### src/rtl/tworeg_seq_gen_if.sv
// Stimulus-generator bus: burst request/parameters in, A/B pair, framing and prediction out.
// Generator side is master; the consumer or bench driving start is slave.
interface tworeg_seq_gen_if;
  logic       start;
  logic [3:0] run_len;
  logic [3:0] repeat_cnt;
  logic       A;
  logic       B;
  logic       valid;
  logic       exp_out;
  logic       busy;
  logic       done;

  modport master (
    input  start, run_len, repeat_cnt,
    output A, B, valid, exp_out, busy, done
  );

  modport slave (
    output start, run_len, repeat_cnt,
    input  A, B, valid, exp_out, busy, done
  );
endinterface

### src/rtl/tworeg_seq_gen.sv
// Two-register stimulus generator: bursts of matching A/B runs with an LFSR payload, plus exp_out prediction.
// All outputs registered; the first burst cycle follows the accepted start by one clock; start is ignored while busy.
module tworeg_seq_gen #(
  parameter logic [7:0]  SEED      = 8'hA5,
  parameter int unsigned MATCH_MIN = 4
) (
  input  logic                    clk,
  input  logic                    reset,
  tworeg_seq_gen_if.master        bus
);

  typedef enum logic [1:0] {IDLE, MATCH, BREAK, DONE} state_t;

  localparam logic [3:0] MATCH_MIN_W = 4'(MATCH_MIN);
  localparam logic [2:0] STREAK_MAX  = 3'(MATCH_MIN);

  state_t     state_q, state_d;
  logic [7:0] lfsr_q, lfsr_d, lfsr_adv;
  logic [3:0] run_len_q, run_len_d;
  logic [3:0] run_cnt_q, run_cnt_d;
  logic [3:0] rep_cnt_q, rep_cnt_d;
  logic [2:0] streak_q, streak_d;
  logic [3:0] streak_inc;
  logic       pair_eq;
  logic       a_q, a_d, b_q, b_d, valid_q, valid_d;
  logic       exp_q, exp_d, busy_q, busy_d, done_q, done_d;

  assign lfsr_adv = {lfsr_q[6:0], lfsr_q[7] ^ lfsr_q[5] ^ lfsr_q[4] ^ lfsr_q[3]};

  always_comb begin
    state_d   = state_q;
    lfsr_d    = lfsr_q;
    run_len_d = run_len_q;
    run_cnt_d = run_cnt_q;
    rep_cnt_d = rep_cnt_q;
    case (state_q)
      IDLE: begin
        if (bus.start) begin
          run_len_d = bus.run_len;
          run_cnt_d = bus.run_len;
          // rep_cnt holds the runs still to go after the current one; 0 requests a single run
          rep_cnt_d = (bus.repeat_cnt == 4'd0) ? 4'd0 : bus.repeat_cnt - 4'd1;
          lfsr_d    = SEED;
          state_d   = (bus.run_len == 4'd0) ? BREAK : MATCH;
        end
      end
      MATCH: begin
        lfsr_d = lfsr_adv;
        if (run_cnt_q != 4'd0) run_cnt_d = run_cnt_q - 4'd1;
        if (run_cnt_q <= 4'd1) state_d = BREAK;
      end
      BREAK: begin
        lfsr_d = lfsr_adv;
        if (rep_cnt_q != 4'd0) begin
          rep_cnt_d = rep_cnt_q - 4'd1;
          run_cnt_d = run_len_q;
          state_d   = (run_len_q == 4'd0) ? BREAK : MATCH;
        end else begin
          state_d = DONE;
        end
      end
      DONE:    state_d = IDLE;
      default: state_d = IDLE;
    endcase

    // Outputs are registered from the next state so they line up with state_q after the edge
    a_d     = 1'b0;
    b_d     = 1'b1;
    valid_d = 1'b0;
    case (state_d)
      MATCH: begin
        a_d     = lfsr_d[0];
        b_d     = lfsr_d[0];
        valid_d = 1'b1;
      end
      BREAK: begin
        a_d     = lfsr_d[0];
        b_d     = ~lfsr_d[0];
        valid_d = 1'b1;
      end
      default: ;
    endcase
    busy_d = (state_d != IDLE);
    done_d = (state_d == DONE);

    pair_eq    = (a_q == b_q);
    streak_inc = {1'b0, streak_q} + 4'd1;
    exp_d      = pair_eq && (streak_inc >= MATCH_MIN_W);
    if (!pair_eq)                   streak_d = 3'd0;
    else if (streak_q >= STREAK_MAX) streak_d = streak_q;
    else                            streak_d = streak_q + 3'd1;
  end

  always_ff @(posedge clk) begin
    if (reset) begin
      state_q   <= IDLE;
      lfsr_q    <= SEED;
      run_len_q <= 4'd0;
      run_cnt_q <= 4'd0;
      rep_cnt_q <= 4'd0;
      streak_q  <= 3'd0;
      a_q       <= 1'b0;
      b_q       <= 1'b1;
      valid_q   <= 1'b0;
      exp_q     <= 1'b0;
      busy_q    <= 1'b0;
      done_q    <= 1'b0;
    end else begin
      state_q   <= state_d;
      lfsr_q    <= lfsr_d;
      run_len_q <= run_len_d;
      run_cnt_q <= run_cnt_d;
      rep_cnt_q <= rep_cnt_d;
      streak_q  <= streak_d;
      a_q       <= a_d;
      b_q       <= b_d;
      valid_q   <= valid_d;
      exp_q     <= exp_d;
      busy_q    <= busy_d;
      done_q    <= done_d;
    end
  end

  assign bus.A       = a_q;
  assign bus.B       = b_q;
  assign bus.valid   = valid_q;
  assign bus.exp_out = exp_q;
  assign bus.busy    = busy_q;
  assign bus.done    = done_q;

endmodule

### src/flat_wrapper.sv
// flat-port wrapper written by rule: the top's interface ports become plain ports
module tworeg_seq_gen_flat 
#(
  parameter logic [7:0]  SEED      = 8'hA5,
  parameter int unsigned MATCH_MIN = 4
)
  (clk, reset, bus_start, bus_run_len, bus_repeat_cnt, bus_A, bus_B, bus_valid, bus_exp_out, bus_busy, bus_done);
  tworeg_seq_gen_if bus_i ();
  input  logic clk;
  input  logic reset;
  input wire logic [$bits(bus_i.start)-1:0] bus_start;
  input wire logic [$bits(bus_i.run_len)-1:0] bus_run_len;
  input wire logic [$bits(bus_i.repeat_cnt)-1:0] bus_repeat_cnt;
  output wire logic [$bits(bus_i.A)-1:0] bus_A;
  output wire logic [$bits(bus_i.B)-1:0] bus_B;
  output wire logic [$bits(bus_i.valid)-1:0] bus_valid;
  output wire logic [$bits(bus_i.exp_out)-1:0] bus_exp_out;
  output wire logic [$bits(bus_i.busy)-1:0] bus_busy;
  output wire logic [$bits(bus_i.done)-1:0] bus_done;
  assign bus_i.start = bus_start;
  assign bus_i.run_len = bus_run_len;
  assign bus_i.repeat_cnt = bus_repeat_cnt;
  assign bus_A = bus_i.A;
  assign bus_B = bus_i.B;
  assign bus_valid = bus_i.valid;
  assign bus_exp_out = bus_i.exp_out;
  assign bus_busy = bus_i.busy;
  assign bus_done = bus_i.done;
  tworeg_seq_gen #(.SEED(SEED), .MATCH_MIN(MATCH_MIN)) u_core (.clk(clk), .reset(reset), .bus(bus_i));
endmodule
### config.mk
export PLATFORM = sky130hd
export DESIGN_NAME = tworeg_seq_gen_flat
export DESIGN_NICKNAME = d
export VERILOG_FILES = /design/src/rtl/tworeg_seq_gen_if.sv /design/src/rtl/tworeg_seq_gen.sv /design/src/flat_wrapper.sv
export SDC_FILE = /design/constraint.sdc
export NUM_CORES = 1
export LEC_CHECK = 0
export ABC_AREA = 1
export CAP_MARGIN = 20
export CORE_ASPECT_RATIO = 1.75
export CORE_MARGIN = 5
export CORE_UTILIZATION = 30
export DETAILED_ROUTE_END_ITERATION = 8
export PLACE_DENSITY_LB_ADDON = 0.12
export REMOVE_ABC_BUFFERS = 1
export SETUP_SLACK_MARGIN = 0.4
export SYNTH_ARGS = -nofsm -noshare
export SYNTH_HDL_FRONTEND = slang
export SYNTH_SLANG_ARGS = --single-unit
### constraint.sdc
create_clock -name clk -period 4.3 [get_ports clk]
set_clock_uncertainty 0.2 [all_clocks]
set_input_delay 0.43 -clock clk [delete_from_list [all_inputs] [get_ports clk]]
set_output_delay 0.43 -clock clk [all_outputs]
set_load 0.03 [all_outputs]
* After elaboration in Yosys (flattened, before gate mapping)
Index checks and enable logic that the tools add are counted.
** Cells by class
- Order comparisons :: 3
- Reduce and logical (&&, ||, !) cells :: 19
- Bitwise logic cells :: 6
- Eq/ne operators :: 10
- Multiplexer cells :: 18
- $add $sub $neg :: 5
** Operators by type and width (number)
- $mux 4 :: 6
- $pmux 8 s2 :: 1
- $logic_not 4->1 :: 3
- $pmux 4 s3 :: 1
- $sub 4x1->4 const B :: 3
- $mux 2 :: 5
- $eq 2x2->1 const B :: 4
- $mux 8 :: 1
- $pmux 2 s4 :: 1
- $pmux 4 s2 :: 1
- $reduce_bool 4->1 :: 2
- $reduce_or 2->1 :: 4
- $reduce_bool 2->1 :: 3
- $add 3x1->4 const B :: 1
- $eq 2x1->1 const B :: 2
- $ge 4x3->1 const B :: 1
- $le 4x1->1 const B :: 1
- $ne 2x1->1 const B :: 2
- $reduce_and 2->1 :: 2
- $reduce_and 4->1 :: 1
- $add 3x1->3 const B :: 1
- $ge 3x3->1 const B :: 1
- $not 1->1 :: 3
- $reduce_and 3->1 :: 1
- other kinds (8) :: 10
** Storage, ports and cells
- Logic and storage cells :: 74
- Bits in registers :: 31

* Logic depth before layout (Yosys ltp)
- Depth after elaboration :: 8
- Mapped depth :: 14
- Mapped depth without buffers :: 13

* Worst setup path after synthesis
Ideal clock, no wire load.
- Path kind :: reg-to-reg
- Start point :: register u_core.state_q[0]
- End point :: register u_core.b_q, in the netlist u_core.bus.B
- Setup slack :: 2.170 ns
- Library setup time :: 0.122 ns
- Period minus slack after synthesis :: 2.130 ns
- Stages on the path, launching flop included :: 15
- Arrival :: 1.809 ns
- Required time :: 3.978 ns
- Cells stage by stage :: dfxtp_1 inv_1 ha_1 buf_2 nand2_1 inv_1 nand2_1 nand2_1 nor2_1 nand2_1 nand3_1 inv_1 ha_1 nor2_1 nand3_1
** On the way
- Elaborated cells between the ends (all ways) :: 13
- Those cells by class :: 5 x eq/ne; 5 x mux; 1 x bitwise; 2 x reduce/logical
** RTL lines
- from (decl) :: line tworeg_seq_gen.sv:17 : state_t state_q, state_d;
- from (signal assigned) :: line tworeg_seq_gen.sv:109 : state_q <= state_d;
- $eq 2x2->1 (tied with other cells) :: line tworeg_seq_gen.sv:36 : case (state_q)
- $pmux 2 s4 (*) :: line tworeg_seq_gen.sv:36
- via u_core.state_d[1] :: line tworeg_seq_gen.sv:17
- $eq 2x2->1 / $eq 2x1->1 (equally long branches) :: line tworeg_seq_gen.sv:70 : case (state_d)
- $pmux 1 s2 (*) :: line tworeg_seq_gen.sv:70
- to (signal assigned) :: line tworeg_seq_gen.sv:103 : b_q <= 1'b1;
- to (signal assigned) :: line tworeg_seq_gen.sv:116 : b_q <= b_d;
- to (decl) :: line tworeg_seq_gen.sv:25 : logic a_q, a_d, b_q, b_d, valid_q, valid_d;
The timed path passes the listed nets; every way through them passes the cells marked *.
A chain may end at the register's enable or synchronous reset.

* Worst setup path after layout
Ends and elaborated chain as after synthesis.

==> results.tsv <==
metric	value	unit
status	finished clean	
worstHoldPathType	flip-flop to flip-flop	
num-fill-cells	656	
cts.repair.resized	0	
cap_viol_max_count	0	
top_level_ports	17	
numCtsBuffers	5	
leakagePower	0.000987	µW
cts_setup_buffers	0	
yosys-top-cells-area	dfxtp_1 35%, ha_1 11%, nand2_1 11%, inv_1 7.7%, a21oi_1 6.5%	
overflow	0	
final_common_cell	nand2_1	
finalHoldViolCount	0	
synth_top_area_frac	0.352	
clock-sinks	31	
clockBufferDepth	2	
required	4270	ps
synth.ff_latch_count	31	
synth_edf_count	0	
tns	0	ps
slew_viol_final	0	
grt_max_degree	15	
r2r-end	u_core.bus.B	
firstDrtPassIters	4	
cp-startpoint	u_core.state_q[0]	
track_usage	0.128	
reg2reg_depth	11	
rows	37	
endpoint	u_core.bus.B	
synth-seq-area-share	0.352	
antenna_found_initial	0	
timing.hold.ws	267	ps
grt_pass1_wl	7.42	mm
yosys.area.top_type	dfxtp_1	
dp_hpwl	3.24	mm
grt_pass1_vias	1612	
finalSetupViolCount	0	
ff2ff_setup_slack	1820	ps
port_buffers	16	
wirelength	4.22	mm
core	5790	µm²
tightest_slew	652	ps
gp_congestion	0.821	
drtIter0Drc	97	
slew-limit-headroom	0.564	
die_w	68.0	µm
drc	0	
drtAntennaViolNets	0	
htree_levels	2	
cp-end-kind	flip-flop	
netlist_instances	252	
synth_cell_types	28	
synthFlopType	dfxtp_1	
finalCoreUtilization	0.365	
max-vdd-ir-drop	0.209	mV
vias	1586	
r2r-start	u_core.state_q[0]	
start_kind	flip-flop	
postSynthAreaPerCell	7.00	µm²
antennaDiodeCount	0	
crit_slowest_cell	dfxtp_1	
viasPerCell	4.54	
cts_root_buf	clkbuf_8	
routedWlPerCell	12.1	µm
layout_common_cells	51 x nand2_1, 36 x inv_1, 31 x dfxtp_1, 26 x nor2_1, 23 x a21oi_1	
fp.dieH	111	µm
cp_max_fo	10	
nNetsFinal	297	
fin_crit	2480	ps
finalCritPeriodShare	0.577	
die_area	7570	µm²
ctsHoldBuffers	0	
p_per_area	713	nW/µm²
crit_chain	inv_1 > ha_1 > inv_1 > nor2_1 > nor2_1 > nand2_1 > nand3_1 > inv_1 > ha_1 > nor2_1 > nand3_1	
clk_latency	280	ps
fmax	0.403	GHz
area_growth	19.7	%
clk_pin_slew	70	ps
yosys_warnings	0	
drive_above_1_share	0.0775	
initial_core_util	0.305	
worstPathArrival	2450	ps
grt_setup_unrepaired	false	
critPathKind	flip-flop to flip-flop	
cp_slowest_stage_delay	430	ps
postSynth.asyncResetShare	0	
cts_tree	built	
netlist_area	1760	µm²
-- worst min path at each step --
| stage | start | to | slack [ps] | cells after the start |
|---|---|---|---|---|
| 5_1_grt | u_core.lfsr_q[6] | u_core.lfsr_q[6] | 300 | 2 |
| 3_3_place_gp | u_core.lfsr_q[1] | u_core.lfsr_q[1] | 260 | 2 |
| 3_5_place_dp | u_core.lfsr_q[1] | u_core.lfsr_q[1] | 260 | 2 |
| 2_1_floorplan | u_core.run_cnt_q[3] | u_core.run_cnt_q[3] | 240 | 2 |
| 4_1_cts | u_core.lfsr_q[1] | u_core.lfsr_q[1] | 270 | 2 |
| 6_report | u_core.lfsr_q[1] | u_core.lfsr_q[1] | 270 | 2 |
-- layer usage --
layer / global-route usage / wire length, µm
met5: 0 / 0
met4: 0.0544 / 142
met3: 0.0242 / 169
met2: 0.222 / 2230
met1: 0.146 / 1680
-- per-stage QoR --
step	setup slack [ps]	instances	total power (µW)	area (µm²)
floorplan	2190	247	1020	1740
global placement	1790	341	1220	1990
detailed placement	1730	341	1220	1990
CTS	1810	349	1530	2110
global route	1530	349	1670	2110
finish	1820	349	1510	2110
-- cell type report --
| class | count | area, µm² | area share |
|---|---|---|---|
| Tap cell | 78 | 97.6 | 0.0462 |
| Multi-Input combinational cell | 174 | 957 | 0.453 |
| Clock buffer | 6 | 82.6 | 0.0391 |
| Sequential cell | 31 | 621 | 0.294 |
| Clock inverter | 2 | 35.0 | 0.0166 |
| Inverter | 42 | 158 | 0.0747 |
| Timing Repair Buffer | 16 | 160 | 0.0759 |
-- state kept, by name (all words and copies together), names as in the netlist --
register            count
u_core.bus.A            1
u_core.bus.B            1
u_core.bus.busy         1
u_core.bus.done         1
u_core.bus.exp_out      1
u_core.bus.valid        1
u_core.lfsr_q           8
u_core.rep_cnt_q        4
u_core.run_cnt_q        4
u_core.run_len_q        4
u_core.state_q          2
u_core.streak_q         3
-- report_power, final --
| part | internal, µW | total [µW] | switching, µW |
|---|---|---|---|
| Sequential | 389 | 461 | 71.8 |
| Combinational | 275 | 741 | 467 |
| Clock | 187 | 304 | 116 |
-- cells by family (layout without fill, tap and decap cells) --
family          Yosys count  after routing  share of synthesized area
fa+ha+maj                16             16                      0.114
flops                    31             31                      0.352
buf+inv                  47             66                      0.105
mux                       1              1                    0.00568
compound gates           54             54                      0.170
simple gates            100            100                      0.239
xor+xnor                  3              3                     0.0149
-- critical path: cells and delay by family, from the launching register on --
| kind | cells | cell delay (ps) |
|---|---|---|
| adder cells (fa/ha/maj) | 2 | 640 |
| flip-flops | 1 | 430 |
| buffers and inverters | 3 | 430 |
| AND/OR/NAND/NOR | 6 | 650 |
-- cells in the mapped netlist (2+ instances only) --
cell / count
dfxtp_1: 31
nor2_1: 26
o21ai_1: 4
a21oi_1: 23
clkbuf_1: 3
ha_1: 16
o21ai_0: 15
nand2_1: 51
nand3_1: 16
xnor2_1: 2
a211oi_1: 3
inv_1: 36
o211ai_1: 4
nand2_2: 2
inv_2: 6
o22ai_1: 2
No activity file was read; power rests on OpenSTA's default activity.
